File: src/rtl/restoring_div_seq_if.sv
// Request/result bundle for the sequential restoring divider.
// The master issues divisions; the slave (divider) reports status and results.
`timescale 1ns/1ps

interface restoring_div_seq_if;
  // start is sampled only while the divider is idle (busy=0, done=0).
  // dividend/divisor are captured on that same edge. busy covers the
  // iteration cycles. done is a one-cycle pulse, and the results are valid
  // from that pulse until the next accepted start.
  logic       start;
  logic [7:0] dividend;
  logic [3:0] divisor;
  logic       busy;
  logic       done;
  logic [7:0] quotient;
  logic [3:0] remainder;
  logic       div_by_zero;
  logic [1:0] dbg_state;

  modport master (
    output start, dividend, divisor,
    input  busy, done, quotient, remainder, div_by_zero, dbg_state
  );

  modport slave (
    input  start, dividend, divisor,
    output busy, done, quotient, remainder, div_by_zero, dbg_state
  );
endinterface

File: src/rtl/restoring_div_seq.sv
// Sequential 8-bit / 4-bit unsigned restoring divider.
// Each RUN cycle produces one quotient bit, MSB first.
`timescale 1ns/1ps

module restoring_div_seq (
  input  logic                    clk,
  input  logic                    rst,
  restoring_div_seq_if.slave      bus
);

  typedef enum logic [1:0] {
    S_IDLE = 2'd0,
    S_RUN  = 2'd1,
    S_DONE = 2'd2
  } state_t;

  state_t     state_q, state_d;
  logic [7:0] dvd_q, dvd_d;
  logic [3:0] dvs_q, dvs_d;
  logic [4:0] prem_q, prem_d;
  logic [2:0] cnt_q, cnt_d;
  logic [6:0] qwork_q, qwork_d;
  logic [7:0] quot_q, quot_d;
  logic [3:0] rem_q, rem_d;
  logic       dbz_q, dbz_d;

  logic [4:0] r5;
  logic [4:0] r5_sub;
  logic       ge;

  always_ff @(posedge clk) begin
    if (rst) begin
      state_q <= S_IDLE;
      dvd_q   <= 8'd0;
      dvs_q   <= 4'd0;
      prem_q  <= 5'd0;
      cnt_q   <= 3'd0;
      qwork_q <= 7'd0;
      quot_q  <= 8'd0;
      rem_q   <= 4'd0;
      dbz_q   <= 1'b0;
    end else begin
      state_q <= state_d;
      dvd_q   <= dvd_d;
      dvs_q   <= dvs_d;
      prem_q  <= prem_d;
      cnt_q   <= cnt_d;
      qwork_q <= qwork_d;
      quot_q  <= quot_d;
      rem_q   <= rem_d;
      dbz_q   <= dbz_d;
    end
  end

  always_comb begin
    state_d = state_q;
    case (state_q)
      S_IDLE: begin
        if (bus.start) begin
          state_d = (bus.divisor == 4'd0) ? S_DONE : S_RUN;
        end
      end
      S_RUN: begin
        if (cnt_q == 3'd0) begin
          state_d = S_DONE;
        end
      end
      S_DONE:  state_d = S_IDLE;
      default: state_d = S_IDLE;
    endcase
  end

  // One restoring step. A set prem_q[4] would mean the shifted value already
  // exceeds any 4-bit divisor; it stays clear because prem < divisor.
  always_comb begin
    r5     = {prem_q[3:0], dvd_q[cnt_q]};
    ge     = prem_q[4] | (r5 >= {1'b0, dvs_q});
    r5_sub = r5 - {1'b0, dvs_q};
  end

  always_comb begin
    dvd_d   = dvd_q;
    dvs_d   = dvs_q;
    prem_d  = prem_q;
    cnt_d   = cnt_q;
    qwork_d = qwork_q;
    quot_d  = quot_q;
    rem_d   = rem_q;
    dbz_d   = dbz_q;
    case (state_q)
      S_IDLE: begin
        if (bus.start) begin
          dvd_d   = bus.dividend;
          dvs_d   = bus.divisor;
          prem_d  = 5'd0;
          cnt_d   = 3'd7;
          qwork_d = 7'd0;
          dbz_d   = (bus.divisor == 4'd0);
          if (bus.divisor == 4'd0) begin
            quot_d = 8'hFF;
            rem_d  = 4'h0;
          end
        end
      end
      S_RUN: begin
        prem_d  = ge ? r5_sub : r5;
        qwork_d = {qwork_q[5:0], ge};
        cnt_d   = cnt_q - 3'd1;
        // Results are published only at the last step so they stay stable
        // for the whole operation.
        if (cnt_q == 3'd0) begin
          quot_d = {qwork_q, ge};
          rem_d  = ge ? r5_sub[3:0] : r5[3:0];
        end
      end
      default: begin
      end
    endcase
  end

  always_comb begin
    bus.busy        = (state_q == S_RUN);
    bus.done        = (state_q == S_DONE);
    bus.quotient    = quot_q;
    bus.remainder   = rem_q;
    bus.div_by_zero = dbz_q;
    bus.dbg_state   = state_q;
  end

endmodule

File: src/flat_wrapper.sv
// flat-port wrapper written by rule: the top's interface ports become plain ports
module restoring_div_seq_flat 
  (clk, rst, bus_start, bus_dividend, bus_divisor, bus_busy, bus_done, bus_quotient, bus_remainder, bus_div_by_zero, bus_dbg_state);
  restoring_div_seq_if bus_i ();
  input  logic clk;
  input  logic rst;
  input wire logic [$bits(bus_i.start)-1:0] bus_start;
  input wire logic [$bits(bus_i.dividend)-1:0] bus_dividend;
  input wire logic [$bits(bus_i.divisor)-1:0] bus_divisor;
  output wire logic [$bits(bus_i.busy)-1:0] bus_busy;
  output wire logic [$bits(bus_i.done)-1:0] bus_done;
  output wire logic [$bits(bus_i.quotient)-1:0] bus_quotient;
  output wire logic [$bits(bus_i.remainder)-1:0] bus_remainder;
  output wire logic [$bits(bus_i.div_by_zero)-1:0] bus_div_by_zero;
  output wire logic [$bits(bus_i.dbg_state)-1:0] bus_dbg_state;
  assign bus_i.start = bus_start;
  assign bus_i.dividend = bus_dividend;
  assign bus_i.divisor = bus_divisor;
  assign bus_busy = bus_i.busy;
  assign bus_done = bus_i.done;
  assign bus_quotient = bus_i.quotient;
  assign bus_remainder = bus_i.remainder;
  assign bus_div_by_zero = bus_i.div_by_zero;
  assign bus_dbg_state = bus_i.dbg_state;
  restoring_div_seq u_core (.clk(clk), .rst(rst), .bus(bus_i));
endmodule
File: config.mk
export PLATFORM = sky130hd
export DESIGN_NAME = restoring_div_seq_flat
export DESIGN_NICKNAME = d
export VERILOG_FILES = /design/src/rtl/restoring_div_seq_if.sv /design/src/rtl/restoring_div_seq.sv /design/src/flat_wrapper.sv
export SDC_FILE = /design/constraint.sdc
export NUM_CORES = 1
export LEC_CHECK = 0
export CAP_MARGIN = 20
export CORE_MARGIN = 1.5
export CORE_UTILIZATION = 40
export CTS_BUF_LIST = sky130_fd_sc_hd__clkbuf_8
export CTS_CLUSTER_SIZE = 20
export DETAILED_ROUTE_END_ITERATION = 12
export HOLD_SLACK_MARGIN = 0.1
export PLACE_DENSITY = 0.6
export SETUP_SLACK_MARGIN = 0.3
export SLEW_MARGIN = 20
export SYNTH_ARGS = -nofsm -noshare
export SYNTH_HDL_FRONTEND = slang
export SYNTH_SLANG_ARGS = --single-unit
File: constraint.sdc
create_clock -name clk -period 6.5 [get_ports clk]
set_clock_uncertainty 0.2 [all_clocks]
set_input_delay 0.65 -clock clk [delete_from_list [all_inputs] [get_ports clk]]
set_output_delay 0.65 -clock clk [all_outputs]
set_load 0.1 [all_outputs]
Word level (Yosys, flattened, before mapping)
Cells that the tools add are included.

word-level totals
  bits in registers = 42
  latch bits = 0
  memory bits (writable) = 0
  ROM bits = 0
  input bits = 15
  memories kept = 0

cells by class
  $add $sub $neg = 2
  multipliers = 0
  divide/modulo/power cells = 0
  magnitude comparators = 2
  equal/unequal tests = 5
  shifts and indexed selects = 0
  muxes and demuxes = 22
  bitwise gates (word level) = 1
  reduce and logical (&&, ||, !) cells = 8

operators with widths
  cell                                                 count
  two-way mux 8 bit                                    3
  two-way mux 4 bit                                    4
  case mux 8 bit (2 select lines)                      1
  case mux 7 bit (2 select lines)                      1
  two-way mux 5 bit                                    2
  case mux 5 bit (2 select lines)                      1
  case mux 4 bit (2 select lines)                      1
  two-way mux 7 bit                                    1
  two-way mux 2 bit                                    3
  case mux 3 bit (2 select lines)                      1
  AND reduction 2 bit                                  3
  greater-or-equal comparator 5 x 4 -> 1 bit           1
  subtractor 5 x 4 -> 5 bit                            1
  logical NOT 4 bit                                    1
  < comparator 3 x 4 -> 1 bit, second input constant   1
  != test 2 x 1 -> 1 bit, second input constant        2
  case mux 2 bit (2 select lines)                      1
  AND reduction 4 bit                                  1
  binary-select mux 1 bit (select 3 bit)               1
  logical NOT 3 bit                                    1
  two-way mux 3 bit                                    1
  subtractor 3 x 1 -> 3 bit, second input constant     1
  equality test 2 x 1 -> 1 bit, second input constant  1
  equality test 2 bit, second input constant           1
  5 further kinds                                      5

Logic depth before layout (Yosys ltp)
  depth in word-level cells = 7
  gate-level depth with buffers = 10
  depth with buffers taken out = 10

Worst setup path after synthesis
Ideal clock, no wire load.

  path type = reg-to-output
  start = register u_core.state_q[1] (netlist: u_core.bus.dbg_state[1])
  end = output port bus_done
  arrival = 2,445 ps
  setup slack = 3,205 ps
  stages on the path, launching flop included = 2
  path buffers = 0
  cells stage by stage = dfxtp_1 > nor2b_1

on the way
  cells in the longest elaborated chain, start to end = 1

ends and longest elaborated chain
  what                    line                      text
  start, declared         restoring_div_seq.sv:17   state_t state_q, state_d;
  start signal, assigned  restoring_div_seq.sv:43   state_q <= state_d;
  equality test 2 bit     restoring_div_seq.sv:123  bus.done = (state_q == S_DONE);
  end, declared           flat_wrapper.sv:11        output wire logic [$bits(bus_i.done)-1:0] bus_done;

Every way passes these cells.

Final worst setup path
  start = register u_core.state_q[0] (netlist: u_core.bus.dbg_state[0])
  end = output port bus_busy

on the way
  cells in the longest elaborated chain, start to end = 1

ends and longest elaborated chain
  what                          line                      text
  equality test 2 x 1 -> 1 bit  restoring_div_seq.sv:122  bus.busy = (state_q == S_RUN);
  end, declared                 flat_wrapper.sv:10        output wire logic [$bits(bus_i.busy)-1:0] bus_busy;

Every way passes these cells.

==> flow_summary_export.csv <==
group,metric,value,unit
critical_path,endpoint,"bus_busy",
detailed_routing,vias,1478,
critical_path,crit_type,"register to primary output",
final_layout,design_area,2260,um^2
final_layout,fin_nets,264,
final_layout,final_layout_size_suffix_gt1_share,5.39,%
critical_path,cp.arrival,2.62,ns
detailed_routing,drc,0,
logic_synthesis,synth_top_area_share,45.8,%
detailed_routing,wl,3730,um
cts,path_clk_slew,0.07,ns
placed_design,dp_cells,287,
cts,cts_sinks,42,
detailed_routing,first_pass_iters,4,
critical_path,worstRegToRegCells,10,
cts,cts_inserted_buffers,5,
critical_path,critPathCaptureType,"primary output",
logic_synthesis,syn_inst,213,
die,ios,32,
critical_path,r2r_slack,3.50,ns
placed_design,dpl_cell_area,2180,um^2
pwr,power_frac_seq,44.6,%
pwr,netSwitchingPower,0.000224,W
placed_design,port_buffers,31,
die,core_area,4380,um^2
cts,postCtsSetupRepairBufs,0,
die,die_w,70.7,um
logic_synthesis,yosysMostFrequentCell,"dfxtp_1",
sta,setup_viol,0,
cts,htree_levels,2,
logic_synthesis,async_flop_share,0,%
critical_path,critPathLaunchType,"register",
final_layout,instances_no_fill,293,
pwr,swShare,34.7,%
logic_synthesis,ys_warn_count,0,
pwr,p_clk_share,26.0,%
critical_path,worstPathRequired,5.65,ns
min_path,holdCritPathClass,"register to register",
sta,final.setup.tns,0,ns
die,rows,24,
cts,clockRootBuffer,"clkbuf_8",
detailed_routing,ant_nets,0,
logic_synthesis,avgSynthCellArea,8.61,um^2
logic_synthesis,synth_seq_area_share,45.8,%
status,outcome,"finished clean",
sta,fin_crit_sh,53.4,%
logic_synthesis,syn_nets,235,
die,die_area,5000,um^2
grt,antenna_found_initial,0,
critical_path,startpoint,"u_core.bus.dbg_state[0]$_SDFFE_PP0P_",
logic_synthesis,yosys-top-cells-count,"dfxtp_1, nand2_1, a21oi_1, nor2_1",
pwr,combPwrFrac,29.5,%
pwr,cellPowerDensity,285,nW/um^2
sta,rsz0062_at_grt,"false",
sta,whs,0.253,ns
cts,cts_tree,"yes",
logic_synthesis,yosysTopAreaCell,"dfxtp_1",
logic_synthesis,synth-main-ff-cell,"dfxtp_1",
grt,grt_max_degree,44,
logic_synthesis,netlist_area,1830,um^2
critical_path,reg2reg_from,"u_core.cnt_q[0]$_SDFFE_PP0P_",
sta,layout_min_cycle_time,3.47,ns
pwr,ir_drop,0.000139,V
die,die_h,70.7,um
logic_synthesis,ys_ff_latch,42,
placed_design,hpwlAfterDp,2620,um
grt,gr-total-overflow,0,
pwr,p_int,0.000421,W
placed_design,place.gp.congestion,0.707,
critical_path,path_max_fanout,13,
cts,clock_path_buffers,2,
pwr,p_leak,0.856,nW
grt,grt_pass1_wl,6510,um
sta,maxSlewViolCount,0,
grt,grt_pass1_vias,1405,
sta,fmax,288,MHz
grt,grt.total_usage,16.5,%
sta,worst_pin_slew,1.01,ns
job,cap_viol_max_count,0,
detailed_routing,post_drt_wl_per_cell,12.7,um
die,start_util,41.8,%
sta,hold_viol_final,0,
detailed_routing,viasPerCell,5.04,
final_layout,num_antenna_cells,0,
logic_synthesis,synth_cell_type_count,36,
cts,ctsResizeCount,0,
cts,insertion_delay,0.30,ns
critical_path,regToRegEndpoint,"u_core.prem_q[4]$_SDFFE_PP0P_",
logic_synthesis,synth_edf_count,0,
sta,slew_headroom,32.7,%
cts,ctsHoldBuffers,0,
final_layout,syn2layout_area_growth,23.2,%
detailed_routing,drt_iter0_markers,50,
logic_synthesis,synth_area_leaders,"dfxtp_1, nand2_1, a21oi_1",
cell usage in the layout, fill, tap and decap left out, types with 2 or more instances in the layout:
cell,count
nand3b_1,3
nand3_1,8
ha_1,6
a21oi_1,28
a32o_1,2
nor2_1,20
clkdlybuf4s50_1,31
nand2_1,38
nor3_1,9
o2bb2ai_1,3
clkbuf_8,6
mux4_1,2
xnor2_1,2
inv_1,9
nor2b_1,3
o21ai_0,5
dfxtp_1,42
xor2_1,2
nand2b_1,3
or3_1,2
mux2i_1,2
cell type report:
cell class | count | area [um^2]
Multi-Input combinational cell | 152 | 920
Fill cell | 433 | 2120
Sequential cell | 42 | 841
Timing Repair Buffer | 32 | 318
Clock buffer | 6 | 82.6
Inverter | 9 | 33.8
Tap cell | 52 | 65.1
power by group through the flow:
stage	Sequential, W	Combinational (W)	Clock, W
after floorplan	0.000341	0.0000988	0
after global placement	0.000293	0.000190	0
after detailed placement	0.000294	0.000192	0
after CTS	0.000288	0.000192	0.000174
after global routing	0.000290	0.000206	0.000184
final	0.000287	0.000190	0.000167
worst min path at each step:
stage / endpoint / start / depth (start not counted) / slack, ns
2_1_floorplan: u_core.dvd_q[1]$_SDFFE_PP0P_ / u_core.dvd_q[1]$_SDFFE_PP0P_ / 2 / 0.23
3_3_place_gp: u_core.dvd_q[5]$_SDFFE_PP0P_ / u_core.dvd_q[5]$_SDFFE_PP0P_ / 2 / 0.24
6_report: u_core.dvd_q[7]$_SDFFE_PP0P_ / u_core.dvd_q[7]$_SDFFE_PP0P_ / 2 / 0.25
4_1_cts: u_core.dvd_q[1]$_SDFFE_PP0P_ / u_core.dvd_q[1]$_SDFFE_PP0P_ / 2 / 0.26
5_1_grt: u_core.dvd_q[6]$_SDFFE_PP0P_ / u_core.dvd_q[6]$_SDFFE_PP0P_ / 2 / 0.27
3_5_place_dp: u_core.dvd_q[1]$_SDFFE_PP0P_ / u_core.dvd_q[1]$_SDFFE_PP0P_ / 2 / 0.25
critical path, stage by stage, from the launching register on:
cell and delay (ns):
dfxtp_1 0.42, nand2b_1 0.28, inv_1 0.41, clkdlybuf4s50_1 1.22
layer usage:
| metal | track usage, % | up-vias | part of all wire, % |
|---|---|---|---|
| met1 | 21.6 | 674 | 50 |
| met5 | 0 | - | 0 |
| met2 | 25.4 | 24 | 44 |
| li1 | - | 774 | - |
| met3 | 5.13 | 6 | 4.0 |
| met4 | 6.29 | 0 | 1.7 |
sequential cells by signal, indices dropped and copies added (netlist names):
| signal | flops |
|---|---|
| u_core.bus.remainder | 4 |
| u_core.cnt_q | 3 |
| u_core.bus.quotient | 8 |
| u_core.dvs_q | 4 |
| u_core.bus.div_by_zero | 1 |
| u_core.qwork_q | 7 |
| u_core.dvd_q | 8 |
| u_core.prem_q | 5 |
| u_core.bus.dbg_state | 2 |
per-stage QoR:
stage / util, % / total power, W / setup slack (ns)
after floorplan: - / 0.000440 / 3.20
after global placement: 49.7 / 0.000484 / 3.39
after detailed placement: 49.7 / 0.000485 / 3.33
after CTS: 51.5 / 0.000654 / 2.98
after global routing: 51.5 / 0.000681 / 2.85
final: 51.5 / 0.000644 / 3.03
kinds of logic after synthesis:
| logic type | share of synthesized area [%] |
|---|---|
| muxes | 5.93 |
| DFF | 45.8 |
| AOI/OAI and AO/OA | 14.9 |
| buffers and inverters | 4.02 |
| and+or+nand+nor | 22.2 |
| adders and majority gates | 5.18 |
| xor gates and xnor gates | 1.91 |
No activity file was read; power rests on OpenSTA's default activity.
